<file path="config.mk">
export PLATFORM = sky130hd
export DESIGN_NAME = rvfi_trace_sink
export DESIGN_NICKNAME = d
export VERILOG_FILES = /design/src/rtl/rvfi_trace_sink.sv
export SDC_FILE = /design/constraint.sdc
export NUM_CORES = 1
export LEC_CHECK = 0
export BUFFER_PORTS_ARGS = -buffer_cell sky130_fd_sc_hd__buf_2
export CAP_MARGIN = 20
export CORE_MARGIN = 1.5
export CORE_UTILIZATION = 55
export DETAILED_ROUTE_END_ITERATION = 7
export HOLD_SLACK_MARGIN = 0.03
export PLACE_DENSITY = 0.77
export SLEW_MARGIN = 10
export SYNTH_ARGS = -nofsm -noshare
export SYNTH_HDL_FRONTEND = slang
export SYNTH_SLANG_ARGS = --single-unit
</file>
<file path="constraint.sdc">
create_clock -name clk -period 14.9 [get_ports clk]
set_input_delay 2.98 -clock clk [delete_from_list [all_inputs] [get_ports clk]]
set_output_delay 2.98 -clock clk [all_outputs]
set_load 0.01 [all_outputs]
</file>
<file path="src/rtl/rvfi_trace_sink.sv">
// RVFI retirement sink: buffers retired instructions in a FIFO, checks PC continuity and
// sequence, and serialises each record as 32-bit beats. Define RVFI_SINK_OPERANDS_EN to add rs1/rs2/rs3 data beats.
module rvfi_trace_sink #(
    parameter int DEPTH = 8,
    parameter int CNT_W = 16
) (
    input  logic                     clk,
    input  logic                     reset,
    input  logic                     rvfi_valid,
    input  logic [31:0]              rvfi_insn,
    input  logic [4:0]               rvfi_rs1_addr,
    input  logic [4:0]               rvfi_rs2_addr,
    input  logic [4:0]               rvfi_rs3_addr,
    input  logic [31:0]              rvfi_rs1_rdata,
    input  logic [31:0]              rvfi_rs2_rdata,
    input  logic [31:0]              rvfi_rs3_rdata,
    input  logic [4:0]               rvfi_rd_addr,
    input  logic [31:0]              rvfi_rd_wdata,
    input  logic [31:0]              rvfi_pc_rdata,
    input  logic [31:0]              rvfi_pc_wdata,
    output logic                     trace_valid,
    input  logic                     trace_ready,
    output logic [31:0]              trace_data,
    output logic                     trace_last,
    output logic [$clog2(DEPTH):0]   fifo_level,
    output logic                     overflow,
    output logic [CNT_W-1:0]         retire_count,
    output logic [CNT_W-1:0]         drop_count,
    output logic [CNT_W-1:0]         pc_err_count
);
    localparam int PW = $clog2(DEPTH);
    localparam int LW = PW + 1;
`ifdef RVFI_SINK_OPERANDS_EN
    localparam int NB = 8;
`else
    localparam int NB = 5;
`endif
    localparam logic [2:0] LAST_IDX = 3'(NB - 1);

    typedef struct packed {
        logic        perr;
        logic [7:0]  seq;
        logic [4:0]  rd_addr;
        logic [4:0]  rs1_addr;
        logic [4:0]  rs2_addr;
        logic [4:0]  rs3_addr;
        logic [31:0] pc_rdata;
        logic [31:0] pc_wdata;
        logic [31:0] insn;
        logic [31:0] rd_wdata;
`ifdef RVFI_SINK_OPERANDS_EN
        logic [31:0] rs1_rdata;
        logic [31:0] rs2_rdata;
        logic [31:0] rs3_rdata;
`endif
    } rec_t;

    typedef enum logic {IDLE, SEND} state_t;

    rec_t            mem_q [DEPTH];
    logic [PW-1:0]   wr_ptr_q, rd_ptr_q;
    logic [LW-1:0]   level_q;
    logic [7:0]      seq_q;
    logic            pc_seen_q;
    logic [31:0]     last_pc_q;
    logic            overflow_q;
    logic [CNT_W-1:0] retire_q, drop_q, perr_cnt_q;
    state_t          state_q, state_d;
    logic [2:0]      beat_idx_q, beat_idx_d;
    rec_t            cur_q, cur_d;

    logic            push, pop, perr;
    logic [31:0]     beat;
    rec_t            new_rec;

    function automatic logic [CNT_W-1:0] sat_inc(input logic [CNT_W-1:0] v);
        return (&v) ? v : v + CNT_W'(1);
    endfunction

    // A pop in the same cycle does not free space: admission uses the registered level only.
    assign push = rvfi_valid && (level_q < LW'(DEPTH));
    assign perr = pc_seen_q && (rvfi_pc_rdata != last_pc_q);

    always_comb begin
        new_rec          = '0;
        new_rec.perr     = perr;
        new_rec.seq      = seq_q;
        new_rec.rd_addr  = rvfi_rd_addr;
        new_rec.rs1_addr = rvfi_rs1_addr;
        new_rec.rs2_addr = rvfi_rs2_addr;
        new_rec.rs3_addr = rvfi_rs3_addr;
        new_rec.pc_rdata = rvfi_pc_rdata;
        new_rec.pc_wdata = rvfi_pc_wdata;
        new_rec.insn     = rvfi_insn;
        new_rec.rd_wdata = rvfi_rd_wdata;
`ifdef RVFI_SINK_OPERANDS_EN
        new_rec.rs1_rdata = rvfi_rs1_rdata;
        new_rec.rs2_rdata = rvfi_rs2_rdata;
        new_rec.rs3_rdata = rvfi_rs3_rdata;
`endif
    end

    // NOTE: storage array has no reset; validity is tracked by the pointers and level alone.
    always_ff @(posedge clk) begin
        if (push) mem_q[wr_ptr_q] <= new_rec;
    end

    always_comb begin
        beat = '0;
        case (beat_idx_q)
            3'd0: beat = {3'b101, cur_q.perr, cur_q.seq, cur_q.rd_addr,
                          cur_q.rs1_addr, cur_q.rs2_addr, cur_q.rs3_addr};
            3'd1: beat = cur_q.pc_rdata;
            3'd2: beat = cur_q.pc_wdata;
            3'd3: beat = cur_q.insn;
            3'd4: beat = cur_q.rd_wdata;
`ifdef RVFI_SINK_OPERANDS_EN
            3'd5: beat = cur_q.rs1_rdata;
            3'd6: beat = cur_q.rs2_rdata;
            3'd7: beat = cur_q.rs3_rdata;
`endif
            default: beat = '0;
        endcase
    end

    // NOTE: every output of this block gets a default first so no latch is inferred.
    always_comb begin
        state_d     = state_q;
        beat_idx_d  = beat_idx_q;
        cur_d       = cur_q;
        pop         = 1'b0;
        trace_valid = 1'b0;
        trace_last  = 1'b0;
        trace_data  = '0;
        case (state_q)
            IDLE: begin
                if (level_q != '0) begin
                    pop        = 1'b1;
                    cur_d      = mem_q[rd_ptr_q];
                    beat_idx_d = '0;
                    state_d    = SEND;
                end
            end
            SEND: begin
                trace_valid = 1'b1;
                trace_data  = beat;
                trace_last  = (beat_idx_q == LAST_IDX);
                if (trace_ready) begin
                    if (beat_idx_q != LAST_IDX) begin
                        beat_idx_d = beat_idx_q + 3'd1;
                    end else if (level_q != '0) begin
                        pop        = 1'b1;
                        cur_d      = mem_q[rd_ptr_q];
                        beat_idx_d = '0;
                    end else begin
                        state_d = IDLE;
                    end
                end
            end
            default: state_d = IDLE;
        endcase
    end

    // NOTE: all state uses non-blocking assignments so every register samples pre-edge values.
    always_ff @(posedge clk) begin
        if (reset) begin
            wr_ptr_q   <= '0;
            rd_ptr_q   <= '0;
            level_q    <= '0;
            seq_q      <= '0;
            pc_seen_q  <= 1'b0;
            last_pc_q  <= '0;
            overflow_q <= 1'b0;
            retire_q   <= '0;
            drop_q     <= '0;
            perr_cnt_q <= '0;
            state_q    <= IDLE;
            beat_idx_q <= '0;
            cur_q      <= '0;
        end else begin
            state_q    <= state_d;
            beat_idx_q <= beat_idx_d;
            cur_q      <= cur_d;
            level_q    <= level_q + LW'(push) - LW'(pop);
            if (push) wr_ptr_q <= wr_ptr_q + PW'(1);
            if (pop)  rd_ptr_q <= rd_ptr_q + PW'(1);
            if (rvfi_valid) begin
                seq_q     <= seq_q + 8'd1;
                retire_q  <= sat_inc(retire_q);
                pc_seen_q <= 1'b1;
                last_pc_q <= rvfi_pc_wdata;
                if (perr) perr_cnt_q <= sat_inc(perr_cnt_q);
                if (!push) begin
                    overflow_q <= 1'b1;
                    drop_q     <= sat_inc(drop_q);
                end
            end
        end
    end

    assign fifo_level   = level_q;
    assign overflow     = overflow_q;
    assign retire_count = retire_q;
    assign drop_count   = drop_q;
    assign pc_err_count = perr_cnt_q;
endmodule

</file>
Yosys cells after proc, flatten, opt, wreduce, memory -nomap -nowiden
Memories as Yosys holds them, arrays and structs flattened. A register that Yosys moved wholly into a read port is not among the register bits. Index checks and enable logic that the tools add are counted. W data, S select, Z words.

Mux-type cells: 23. $add $sub $neg: 9. Bitwise logic cells: 5. Reduce and logical (&&, ||, !) cells: 12. $lt $le $gt $ge: 1. Eq/ne operators: 8.

Operators with widths (count): $mux W157 (3); $pmux W157 S2 (1); $pmux W32 S5 (1); $add A16 B1 Y16 const B (3); $reduce_and A16 Y1 (3); $mux W32 (1); $ne A32 B32 Y1 (1); $mux W3 (5); $add A3 B1 Y3 const B (3); $mux W1 (9); $add A8 B1 Y8 const B (1); $eq A3 B2 Y1 const B (2); $pmux W3 S2 (1); $reduce_and A2 Y1 (3); $reduce_and A3 Y1 (2); $not A1 Y1 (5); $add A4 B1 Y4 (1); $lt A4 B4 Y1 const B (1); $ne A2 B2 Y1 const B (2); $pmux W1 S2 (2); $reduce_bool A4 Y1 (1); $sub A4 B1 Y4 (1); $eq A3 B1 Y1 const B (1); $eq A3 B3 Y1 const B (1); other kinds (3) (4).

Input port bits: 248. Memories: 1. Bits in registers: 261. Bits in writable memories: 1256. Output and inout bits: 87.

Memories: mem_q (depth 8, width 157, rd ports 1, clocked after memory_dff 1, wr ports 1, RTL line 60) `rec_t mem_q [DEPTH];`.

Longest topological paths before layout
Depth after elaboration: 7. Depth in mapped cells: 15.

Worst setup path before layout
OpenSTA, ideal clock, no wires.

Path kind: input to register. Start: in rvfi_valid. End: mem mem_q[4][0] (netlist name), enable pin. Cell stages on the path: 5. Buffers on the path: 1. Data arrival time: 14.402 ns. Setup time: 0.866 ns. Setup slack: -0.368 ns. Cells stage by stage: clkbuf_1 > inv_1 > nor2_1 > nand2_1 > nor3_1.

Cells in the longest elaborated chain, start to end: 3.

Ends and longest elaborated chain: start, declared (RTL line 9) `input logic rvfi_valid,`; $logic_and A1 B1 Y1 (RTL line 81) `assign push = rvfi_valid && (level_q < LW'(DEPTH));`; $mux W1 (RTL line 105) `if (push) mem_q[wr_ptr_q] <= new_rec;`; $mux W1 (not written as such) (RTL line 105); end, declared (RTL line 60).

Every way passes these cells.

Final worst setup path
Start: reg beat_idx_q[0]. End: out trace_data[17].

Cells in the longest elaborated chain, start to end: 3.

Ends and longest elaborated chain: start, declared (RTL line 69) `logic [2:0] beat_idx_q, beat_idx_d;`; start signal, assigned (RTL line 182) `beat_idx_q <= beat_idx_d;`; $eq A3 B3 Y1, or another cell as far along (RTL line 110) `case (beat_idx_q)`; $pmux W32 S5 (*) (RTL line 110); $mux W32 (*) (RTL line 135) `case (state_q)`; end, declared (RTL line 23) `output logic [31:0] trace_data,`.

Mark *: on every way between the ends. The rest lies on a longest branch, timed or not.

==> results.cfg <==
[status]
status = complete, no violations

[global_route]
grt_pass1_vias = 30000
grt-ovfl-total = 0
antenna_found_initial = 41
globalRouteTotalUtil = 0.255
grt_max_degree = 218
grt_pass1_wl_mm = 199

[floorplanning]
initial_utilization = 0.556
die-area_sq_um = 107000
die_w_um = 327
fp-row-count = 118
fp.coreArea_sq_um = 104000
io_pins = 335
die_h_um = 327

[place]
io_buffers = 238
placed_area_sq_um = 60400
place_ws_ns = 7.53
gp_congestion = 0.787
post-dp-hpwl_mm = 77.3

[final_layout]
layout.nets = 3560
area_delta_synth_final_pct = 13.1
drive_gt1_frac = 0.245
design_area_sq_um = 65300

[clock_network]
clk_path_buf_depth = 3
htree_levels = 4
cts.clk_slew.worst_paths_ns = 0.06
cts_tree = built
cts_buffers = 148
cts_setup_buffers = 0
ctsHoldBuffers = 0
cts_resized = 0
clock-root-buffer = clkbuf_16
cts.sinks = 1520
clk_latency_ns = 0.76

[drt]
via_per_inst = 6.24
drc = 0
wl_mm = 135
drt-initial-drc-count = 3420
routedWlPerCell_um = 28.0
dr.pass1.iters = 6
postRouteAntennaNets = 0
vias = 30000

[critical_path]
end_kind = output port
criticalPathCategory = reg2out
max_stage_delay_ns = 0.68
crit_path_top_delay_cell = and2_1
r2r_slack_ns = 10.22
arrival_ns = 3.88
cp_max_fo = 18
critPathRequiredTime_ns = 11.92
cp_cell_sequence = inv_1 > ha_1 > and2_1 > buf_4 > a22oi_1 > a31oi_1 > buf_2
start_kind = flip-flop

[timing]
fin_ws_ns = 8.04
slew_viol_final = 0
slew_headroom = 0.211
worst_slew_pin_slew_ns = 1.18
setup_tns_ns = 0
finalCritPeriodShare = 0.460
setup-violations-final = 0
fin_worst_skew_ns = 0.0320
finalCriticalPeriod_ns = 6.86
final-hold-violation-count = 0
rsz0062_at_grt = false
clock.fmax_mhz = 146

[synth]
synth-edff-count = 1256
yosysWarnings = 0
ys.flop_type = edfxtp_1
syn_nets = 3306
syn_area_sq_um = 57700
async_flop_share = 0
syn_inst = 3041
syn_avg_cell_area_sq_um = 19.0
synth.distinct_cells = 48
synth-seq-cells = 1520
yosysSeqAreaShare = 0.745

[power]
power.density_nw_per_um2 = 170
p_leak_nw = 21.0
power_mw = 11.1
ir_worst_vdd_mv = 0.162

[hold_path]
worstHoldPathType = reg2reg

[flow_run]
maxCapViolations = 0
-- synthesized netlist by cell type, types with 3 or more instances --
library cell     n  area, sq um
buf_2           58          290
and3_1          10         62.6
o21a_1           3         22.5
a22oi_1         49          368
a21oi_1         34          170
xnor2_1          8         70.1
a222oi_1         8         80.1
a31oi_1         24          150
clkbuf_1       108          405
xor2_1          63          552
and2_1           3         18.8
nor2b_1          5         31.3
nand4_1         25          156
a22o_1           6         52.6
nand3_1         15         75.1
or3_1           14         87.6
nor4_1          11         68.8
edfxtp_1      1256        37700
or4_1            4         30.0
mux2i_1        194         1940
nor3_1           5         25.0
o21ai_1          9         45.0
inv_1           12         45.0
nand2_1         60          225
a211oi_1       158         1190
dfxtp_1        264         5290
mux4_2         314         7070
o21ai_0          9         45.0
ha_1            16          200
nor2_1         258          968
o31ai_1          4         30.0
buf_1           14         52.6
-- through the flow --
stage	hold WS [ns]	util	instances
finish	0.460	0.629	4813
global route	0.520	0.629	4803
CTS	0.464	0.629	4797
detailed placement	0.449	0.582	4524
global placement	0.444	0.582	4523
floorplan	0.478	-	3041
-- path summary, 6_finish.rpt --
check / startpoint / endpoint / depth (start not counted)
worst max-delay path: beat_idx_q[0] / trace_data[17] / 7
worst min-delay path: overflow / overflow / 2
worst max register to register: beat_idx_q[0] / cur_q[37] / 9
worst min register to register: overflow / overflow / 2
-- state kept, by name, indices dropped and copies added, names as in the netlist, named ones only --
name,cells
wr_ptr_q,3
cur_q,157
seq_q,8
mem_q,1256
pc_err_count,16
overflow,1
beat_idx_q,3
retire_count,16
state_q,1
fifo_level,4
drop_count,16
last_pc_q,32
pc_seen_q,1
rd_ptr_q,3
-- layout by cell type, fill, tap and decap left out, drive strengths merged, types with 10 or more instances in the layout --
cell,netlist,final
nand3,15,15
buf,75,287
a31oi,25,25
a21oi,34,34
mux2i,194,194
xor2,63,63
dfxtp,264,264
inv,12,14
o21ai,18,18
edfxtp,1256,1256
diode,0,15
bufinv,0,10
nor2,258,258
clkbuf,108,204
and3,10,10
nor4,11,11
or3,14,14
clkinv,0,57
ha,16,16
nand2,60,60
a22oi,49,49
mux4,314,314
nand4,25,25
a211oi,158,158
-- final cells by class --
cell class                      instances  area (sq um)
Antenna cell                           15          37.5
Inverter                               12          45.0
Tap cell                             1380          1730
Clock buffer                          204          4140
Timing Repair Buffer                  287          1650
Sequential cell                      1520         43000
Clock inverter                         69           669
Multi-Input combinational cell       1326         14000
Fill cell                            6934         38500
-- power breakdown --
group / internal (mW) / switching [mW] / total [mW]
Combinational: 0.872 / 1.22 / 2.09
Sequential: 5.02 / 0.275 / 5.30
Clock: 2.12 / 1.56 / 3.68
Total: 8.02 / 3.05 / 11.1
-- per-layer routing --
layer | vias to the layer above | GRT usage | routed length [um]
met3 | 260 | 0.0621 | 13600
met2 | 1400 | 0.400 | 64600
met5 | - | 0 | 269
met1 | 15500 | 0.354 | 52400
li1 | 12800 | - | -
met4 | 42 | 0.0852 | 3870
-- worst max-delay path, delay by kind of cell, from the launching register on --
family / cells / cell delay [ns]
buffers and inverters: 3 / 0.83
AND/OR/NAND/NOR: 1 / 0.68
adder cells (fa/ha/maj): 1 / 0.64
AO/OA/AOI/OAI: 2 / 0.64
flip-flops: 1 / 0.32
-- kinds of logic after synthesis --
| group | count (synthesis) | synth area share |
|---|---|---|
| adders and majority gates | 17 | 0.00381 |
| buffers and inverters | 195 | 0.0143 |
| and+or+nand+nor | 418 | 0.0314 |
| AOI/OAI and AO/OA | 310 | 0.0384 |
| DFF | 1520 | 0.745 |
| xor gates and xnor gates | 71 | 0.0108 |
| muxes | 510 | 0.157 |
Power figures use the tool's default switching activity.
